===== config.mk =====
export PLATFORM = sky130hd
export DESIGN_NAME = subcarrier_ctrl
export DESIGN_NICKNAME = d
export VERILOG_FILES = /design/src/rtl/subcarrier_ctrl.sv
export SDC_FILE = /design/constraint.sdc
export NUM_CORES = 1
export LEC_CHECK = 0
export ABC_AREA = 0
export BUFFER_PORTS_ARGS = -buffer_cell sky130_fd_sc_hd__clkbuf_2
export CORE_ASPECT_RATIO = 0.5
export CORE_MARGIN = 1.5
export CORE_UTILIZATION = 54
export CTS_CLUSTER_SIZE = 14
export DETAILED_ROUTE_END_ITERATION = 10
export HOLD_SLACK_MARGIN = 0.12
export PLACE_DENSITY = 0.77
export SYNTH_ARGS = -nofsm -noshare
export SYNTH_HDL_FRONTEND = slang
export SYNTH_SLANG_ARGS = --single-unit

===== constraint.sdc =====
create_clock -name clk -period 3.86 [get_ports clk]
set_input_delay 0.193 -clock clk [delete_from_list [all_inputs] [get_ports clk]]
set_output_delay 0.193 -clock clk [all_outputs]
set_load 0.01 [all_outputs]

===== src/rtl/subcarrier_ctrl.sv =====
// -----------------------------------------------------------------------------
// subcarrier_ctrl
//   Sequencer and configuration controller for the colour subcarrier generator.
//   Owns PHASE_INC / subcarrier_enable and switches video standards without
//   glitches (stop, clear accumulator, load increment, settle). Optionally
//   re-phases the subcarrier on every vsync rise, and produces the line-timed
//   colour-burst gate and the PAL V-switch flag.
//
// Ports
//   clk, reset          system clock, asynchronous active-high reset
//   cfg_valid/cfg_ready configuration handshake (ready only in OFF and RUN)
//   cfg_std             0=NTSC 1=PAL 2=custom (cfg_inc) 3=off
//   cfg_inc             custom 40-bit phase increment
//   cfg_frame_lock      re-phase on every vsync rising edge
//   hsync, vsync        active-high syncs, clk domain
//   PHASE_INC           increment to generator
//   subcarrier_enable   generator enable (low clears its accumulator)
//   locked              subcarrier running and settled
//   burst_gate          colour-burst window
//   pal_alt             PAL line-alternation flag
// -----------------------------------------------------------------------------
module subcarrier_ctrl #(
  parameter logic [39:0] INC_NTSC    = 40'd78715036989,
  parameter logic [39:0] INC_PAL     = 40'd97496307375,
  parameter int          SETTLE_CYC  = 64,
  parameter int          BURST_START = 40,
  parameter int          BURST_LEN   = 200
) (
  input  logic        clk,
  input  logic        reset,
  input  logic        cfg_valid,
  output logic        cfg_ready,
  input  logic [1:0]  cfg_std,
  input  logic [39:0] cfg_inc,
  input  logic        cfg_frame_lock,
  input  logic        hsync,
  input  logic        vsync,
  output logic [39:0] PHASE_INC,
  output logic        subcarrier_enable,
  output logic        locked,
  output logic        burst_gate,
  output logic        pal_alt
);

  localparam int          SETTLE_EFF  = (SETTLE_CYC < 1) ? 1 : SETTLE_CYC;
  localparam logic [15:0] SETTLE_LAST = 16'(SETTLE_EFF - 1);
  localparam logic [11:0] BURST_ON    = 12'(BURST_START + 1);
  localparam logic [11:0] BURST_OFF   = 12'(BURST_START + BURST_LEN);
  localparam logic [1:0]  STD_NTSC    = 2'd0;
  localparam logic [1:0]  STD_PAL     = 2'd1;
  localparam logic [1:0]  STD_CUSTOM  = 2'd2;
  localparam logic [1:0]  STD_OFF     = 2'd3;

  typedef enum logic [2:0] {
    S_OFF    = 3'd0,
    S_STOP   = 3'd1,
    S_LOAD   = 3'd2,
    S_SETTLE = 3'd3,
    S_RUN    = 3'd4
  } state_t;

  state_t      r_state;
  state_t      w_next;

  logic [1:0]  r_std;
  logic [39:0] r_inc;
  logic        r_flock;
  logic        r_hs_d;
  logic        r_vs_d;
  logic [15:0] r_settle;
  logic [11:0] r_bcnt;
  logic        r_bact;
  logic [39:0] r_phase_inc;
  logic        r_en;
  logic        r_locked;
  logic        r_ready;
  logic        r_gate;
  logic        r_pal;

  logic        w_xfer;
  logic        w_hs_rise;
  logic        w_hs_fall;
  logic        w_vs_rise;
  logic        w_stay_run;
  logic        w_arm;
  logic        w_flock_kick;
  logic [11:0] w_bcnt_inc;

  function automatic logic [15:0] sat_inc16(input logic [15:0] v);
    return (v == 16'hFFFF) ? v : v + 16'd1;
  endfunction

  function automatic logic [11:0] sat_inc12(input logic [11:0] v);
    return (v == 12'hFFF) ? v : v + 12'd1;
  endfunction

  assign w_xfer       = cfg_valid & r_ready;
  assign w_hs_rise    = hsync & ~r_hs_d;
  assign w_hs_fall    = ~hsync & r_hs_d;
  assign w_vs_rise    = vsync & ~r_vs_d;
  // Staying in RUN this cycle: a simultaneous cfg transfer overrides line/frame work.
  assign w_stay_run   = (r_state == S_RUN) && (w_next == S_RUN);
  assign w_arm        = w_stay_run && (r_std != STD_OFF);
  assign w_flock_kick = w_stay_run && r_flock && w_vs_rise;
  assign w_bcnt_inc   = sat_inc12(r_bcnt);

  // State register
  always_ff @(posedge clk or posedge reset) begin
    if (reset) r_state <= S_OFF;
    else       r_state <= w_next;
  end

  always_comb begin
    w_next = r_state;
    case (r_state)
      S_OFF:    if (w_xfer) w_next = S_STOP;
      S_STOP:   w_next = S_LOAD;
      S_LOAD:   w_next = (r_std == STD_OFF) ? S_OFF : S_SETTLE;
      S_SETTLE: if (r_settle >= SETTLE_LAST) w_next = S_RUN;
      S_RUN:    if (w_xfer) w_next = S_STOP;
      default:  w_next = S_OFF;
    endcase
  end

  // Configuration latch and sync history
  always_ff @(posedge clk or posedge reset) begin
    if (reset) begin
      r_std   <= STD_NTSC;
      r_inc   <= '0;
      r_flock <= 1'b0;
      r_hs_d  <= 1'b0;
      r_vs_d  <= 1'b0;
    end else begin
      if (w_xfer) begin
        r_std   <= cfg_std;
        r_inc   <= cfg_inc;
        r_flock <= cfg_frame_lock;
      end
      r_hs_d <= hsync;
      r_vs_d <= vsync;
    end
  end

  // Settle counter: zero outside SETTLE, so it always starts from 0
  always_ff @(posedge clk or posedge reset) begin
    if (reset)                   r_settle <= '0;
    else if (r_state != S_SETTLE) r_settle <= '0;
    else                         r_settle <= sat_inc16(r_settle);
  end

  // Increment is only rewritten while enable is already low, so the generator
  // never sees a partially updated value.
  always_ff @(posedge clk or posedge reset) begin
    if (reset) begin
      r_phase_inc <= '0;
    end else if (r_state == S_STOP) begin
      case (r_std)
        STD_NTSC:   r_phase_inc <= INC_NTSC;
        STD_PAL:    r_phase_inc <= INC_PAL;
        STD_CUSTOM: r_phase_inc <= r_inc;
        default:    r_phase_inc <= '0;
      endcase
    end
  end

  // Control outputs registered from the next state
  always_ff @(posedge clk or posedge reset) begin
    if (reset) begin
      r_en     <= 1'b0;
      r_locked <= 1'b0;
      r_ready  <= 1'b1;
    end else begin
      r_en     <= ((w_next == S_SETTLE) || (w_next == S_RUN)) && !w_flock_kick;
      r_locked <= (w_next == S_RUN);
      r_ready  <= (w_next == S_OFF) || (w_next == S_RUN);
    end
  end

  // PAL V-switch: vsync rise has priority over hsync rise
  always_ff @(posedge clk or posedge reset) begin
    if (reset)                               r_pal <= 1'b0;
    else if (!(w_stay_run && r_std == STD_PAL)) r_pal <= 1'b0;
    else if (w_vs_rise)                      r_pal <= 1'b0;
    else if (w_hs_rise)                      r_pal <= ~r_pal;
  end

  // Burst window: r_bcnt holds cycles elapsed since the last hsync fall
  always_ff @(posedge clk or posedge reset) begin
    if (reset) begin
      r_bcnt <= '0;
      r_bact <= 1'b0;
      r_gate <= 1'b0;
    end else if (!w_arm) begin
      r_bcnt <= '0;
      r_bact <= 1'b0;
      r_gate <= 1'b0;
    end else if (w_hs_fall) begin
      r_bcnt <= 12'd1;
      r_bact <= 1'b1;
      r_gate <= (BURST_ON == 12'd1);
    end else if (r_bact) begin
      r_bcnt <= w_bcnt_inc;
      r_bact <= (w_bcnt_inc < BURST_OFF);
      r_gate <= (w_bcnt_inc >= BURST_ON) && (w_bcnt_inc <= BURST_OFF);
    end else begin
      r_gate <= 1'b0;
    end
  end

  assign PHASE_INC         = r_phase_inc;
  assign subcarrier_enable = r_en;
  assign locked            = r_locked;
  assign cfg_ready         = r_ready;
  assign burst_gate        = r_gate;
  assign pal_alt           = r_pal;

endmodule


==> results.txt <==
The run finished with clean final reports. The type of destination of the critical path is a flip-flop. The global routing met3 resource utilization is 6.24%.

The signed area change from the synthesized netlist to the final layout came out at 28.1%. The first-pass GRT wire length is 21.6 mm. The share of the yosys chip area belonging to registers is 54.8%.

The number of standard cells after synthesis came out at 525. The post-synthesis area per instance is 10.6 µm². The core area is 9730 µm². The insertion delay of the later-clocked pin in the worst-skew pair came out at 410 ps.

The startpoint of the lowest-slack register-to-register path is r_bcnt[0]. The setup fix buffers added after clock tree synthesis is 0. The reported leakage power came out at 0.00319 µW. Setup repair after global routing left no endpoint under its margin. For this design the total switching power over the nets is 1670 µW. The clock network fraction of total power came out at 32.0%. The floorplan row count is 25. The clock-pin slew on the worst setup and hold paths came out at 60 ps.

The final number of setup-violating endpoints is 0. The power share of the combinational group is 27.0%. Data arrives at the worst endpoint at 2720 ps.

Entering global routing, the biggest net connects 64 pins. In this run the most critical hold path is launched from vsync. The number of max-slew violations in the final report is 0. The fraction of the core area covered by cells at the end of the flow came out at 73.4%. The worst register-to-register path ends at burst_gate. The detailed-route wire length per cell is 16.2 µm. For the pin with the worst max-slew slack, the measured transition is 1110 ps. The required time at the endpoint of the critical path is 4140 ps.

The number of global-route vias before repair is 4,472. In this run, flip-flops and latches consume 41.0% of the power. The cell-internal power came out at 3340 µW. The congestion estimate from routability-driven global placement came to 0.888. The synthesized design contains 0 enable-type register cells. The quantity of gates resized following cts is 0. The total number of yosys warnings is 0. The sum of overflow across all layers after global routing came out at 0.

The number of nets in the synthesized netlist is 575. Dividing the final minimum period by the clock period gives 63.2%. The initial antenna violation count is 0. The die is 147 µm wide.

The number of inserted diodes is 0. The synthesized design contains 122 register bits. Once the floorplan was initialized, standard cells occupied 57.3% of the core. The global routing stage identified its most utilized layer as met2. The number of top-level design ports is 93. The count of H-tree levels built during CTS is 4. The final worst clock skew came out at 11.2 ps. The detailed-placement wirelength estimate is 7.60 mm. The worst-case headroom to the max-slew limit came out at 26.2%. The global-route usage over all layers is 25.5%. The number of hold-slack violations in the final timing report came out at 0.

The number of cells on the worst hold path came out at 2. Summed over all failing endpoints, the final setup total negative slack is 0 ps. The path with the worst hold slack has its endpoint at r_vs_d.

The cell sitting at the root of the clock tree is a clkbuf_16. The tree built by TritonCTS fans out to 122 sinks. The first-iteration detailed-routing DRC count came out at 351.

Net switching is 33.3% of the power. The max capacitance violation total is 0. The top fanout value on the critical path is 7. TritonCTS built the clock tree. The first detailed-routing pass ran for 4 iterations. The number of buffers inserted during clock tree synthesis came out at 17. The path type of the worst setup path is reg -> reg. The maximum operating frequency is 0.410 GHz. The height of the chip came out at 74.9 µm.

The share of cells above drive strength 1 is 28.3%. The count of nets left with antenna violations once routing finished came out at 0. No sink is reached through more buffers than the 2 on the longest clock path.

Dividing the detail-routed via count by the number of cells gives 5.55. The share of async-settable or async-resettable flops after synthesis is 100%. For the worst flop-to-flop path, the logic depth is 6. The most critical setup path has its startpoint at r_bcnt[0].

In the global route stage, met2 resource usage came out at 43.3%. In the synthesized netlist the dominant register cell turns out to be dfrtp_1. Across the VDD grid, the largest voltage drop is 430 µV.

The final layout contains routed wiring with a total length of 13.0 mm. Input and output buffers added on the ports amount to 92. The number of distinct library cells after synthesis is 58. The path class of the tightest hold or removal check is in -> reg.

The setup check on the worst reg-to-reg path leaves a slack of 1420 ps. Global routing consumed, on the met1 layer, 31.6% of the routing resources. The floorplan step defined a die boundary enclosing 11,000 µm².

The final routed DRC violation total is 0. The layout net count came out at 704. The number of non-filler instances in the completed layout came out at 802. The areal power density over the cells came out at 701 nW/µm². The total via count in the routed design is 4,454. The final critical-path required period is 2440 ps.

The cell area after synthesis is 5580 µm². The number of placed instances with taps included is 724. The worst setup path is launched from a flip-flop.
==> stage by stage <==
| stage | hold slack (ps) | setup WS (ps) | power, µW | area (µm²) |
|---|---|---|---|---|
| 3_3_place_gp | 324 | 1530 | 3270 | 6090 |
| 4_1_cts | 450 | 1420 | 5010 | 7140 |
| 3_5_place_dp | 324 | 1430 | 3340 | 6090 |
| 2_1_floorplan | 224 | 426 | 2880 | 5580 |
| 6_report | 461 | 1420 | 5010 | 7140 |
| 5_1_grt | 452 | 1280 | 5300 | 7140 |
==> worst max-delay path, cell delays in order (launching register included) <==
cell	delay [ps]
dfrtp_1	410
ha_1	300
nand4_2	180
nor3_2	210
mux2_1	350
or4_4	530
a2111oi_2	350
==> cells by family after synthesis <==
logic type	share of synthesized area, %
simple gates	18.1
flops	54.8
compound gates	11.2
mux	9.62
buf+inv	3.79
xor+xnor	2.04
fa+ha+maj	0.449
==> sequential cells by signal, summed over array words and instances, names as in the netlist, 2 cells and up <==
| register | flops |
|---|---|
| r_std | 2 |
| PHASE_INC | 40 |
| r_bcnt | 12 |
| r_inc | 40 |
| r_state | 3 |
| r_settle | 16 |
==> per-layer routing <==
metal / routed length, µm / share of wire [%]
met1: 5770 / 45
met2: 6340 / 49
met3: 552 / 4.3
met4: 292 / 2.3
met5: 0 / 0
==> placed cells by master, fill, tap and decap left out, drive strengths merged, types with 10 or more instances in the layout <==
| cell | instances |
|---|---|
| dlygate4sd3 | 46 |
| a31oi | 16 |
| nand2b | 13 |
| xnor2 | 10 |
| clkbuf | 110 |
| nand3 | 27 |
| dfrtp | 121 |
| o21ai | 21 |
| mux2 | 45 |
| nor2 | 44 |
| nand2 | 63 |
| a21oi | 23 |
| inv | 15 |
| nor2b | 14 |
==> area by class of cell <==
type / count / area (µm²)
clock buffer: 18 / 439
clock inverter: 14 / 159
fill: 631 / 2580
inverter: 8 / 32.5
multi-input combinational: 360 / 2320
sequential: 122 / 3050
tap: 135 / 169
timing repair buffer: 145 / 973
==> power groups by stage <==
stage | combinational (µW) | sequential (µW) | clock, µW
global route | 1500 | 2110 | 1680
global placement | 1250 | 2030 | 0
finish | 1350 | 2060 | 1600
detailed placement | 1290 | 2050 | 0
floorplan | 840 | 2040 | 0
CTS | 1350 | 2040 | 1620
==> timing repair <==
item | in CTS | in global routing
endpoints found under the hold margin | 105 | 0
endpoints found under the setup margin | 0 | 0
hold buffers | 46 | 0
==> synth_stat cells (3+ instances only) <==
| cell | number | area (µm²) |
|---|---|---|
| dfrtp_1 | 121 | 3030 |
| nand2_1 | 63 | 236 |
| mux2_2 | 44 | 495 |
| nor2_1 | 44 | 165 |
| nand3_1 | 26 | 130 |
| clkbuf_1 | 25 | 93.8 |
| a21oi_1 | 23 | 115 |
| o21ai_0 | 20 | 100 |
| a31oi_1 | 16 | 100 |
| nor2b_1 | 14 | 87.6 |
| nand2b_1 | 13 | 81.3 |
| xnor2_1 | 10 | 87.6 |
| inv_1 | 8 | 30.0 |
| o31ai_1 | 8 | 60.1 |
| nand4_1 | 7 | 43.8 |
| nor3_1 | 7 | 35.0 |
| buf_6 | 6 | 67.6 |
| nor4_1 | 6 | 37.5 |
| a211oi_1 | 4 | 30.0 |
| and4_1 | 4 | 35.0 |
| a21o_1 | 3 | 22.5 |
| and2_1 | 3 | 18.8 |
| and3_1 | 3 | 18.8 |
| mux2i_1 | 3 | 30.0 |
| nor3b_1 | 3 | 22.5 |
| xor2_1 | 3 | 26.3 |
==> worst max-delay path by stage <==
stage | to
final | burst_gate
after global placement | burst_gate
after global routing | burst_gate
after detailed placement | burst_gate
after floorplan | PHASE_INC[0]
after CTS | burst_gate
Power figures use the tool's default switching activity.
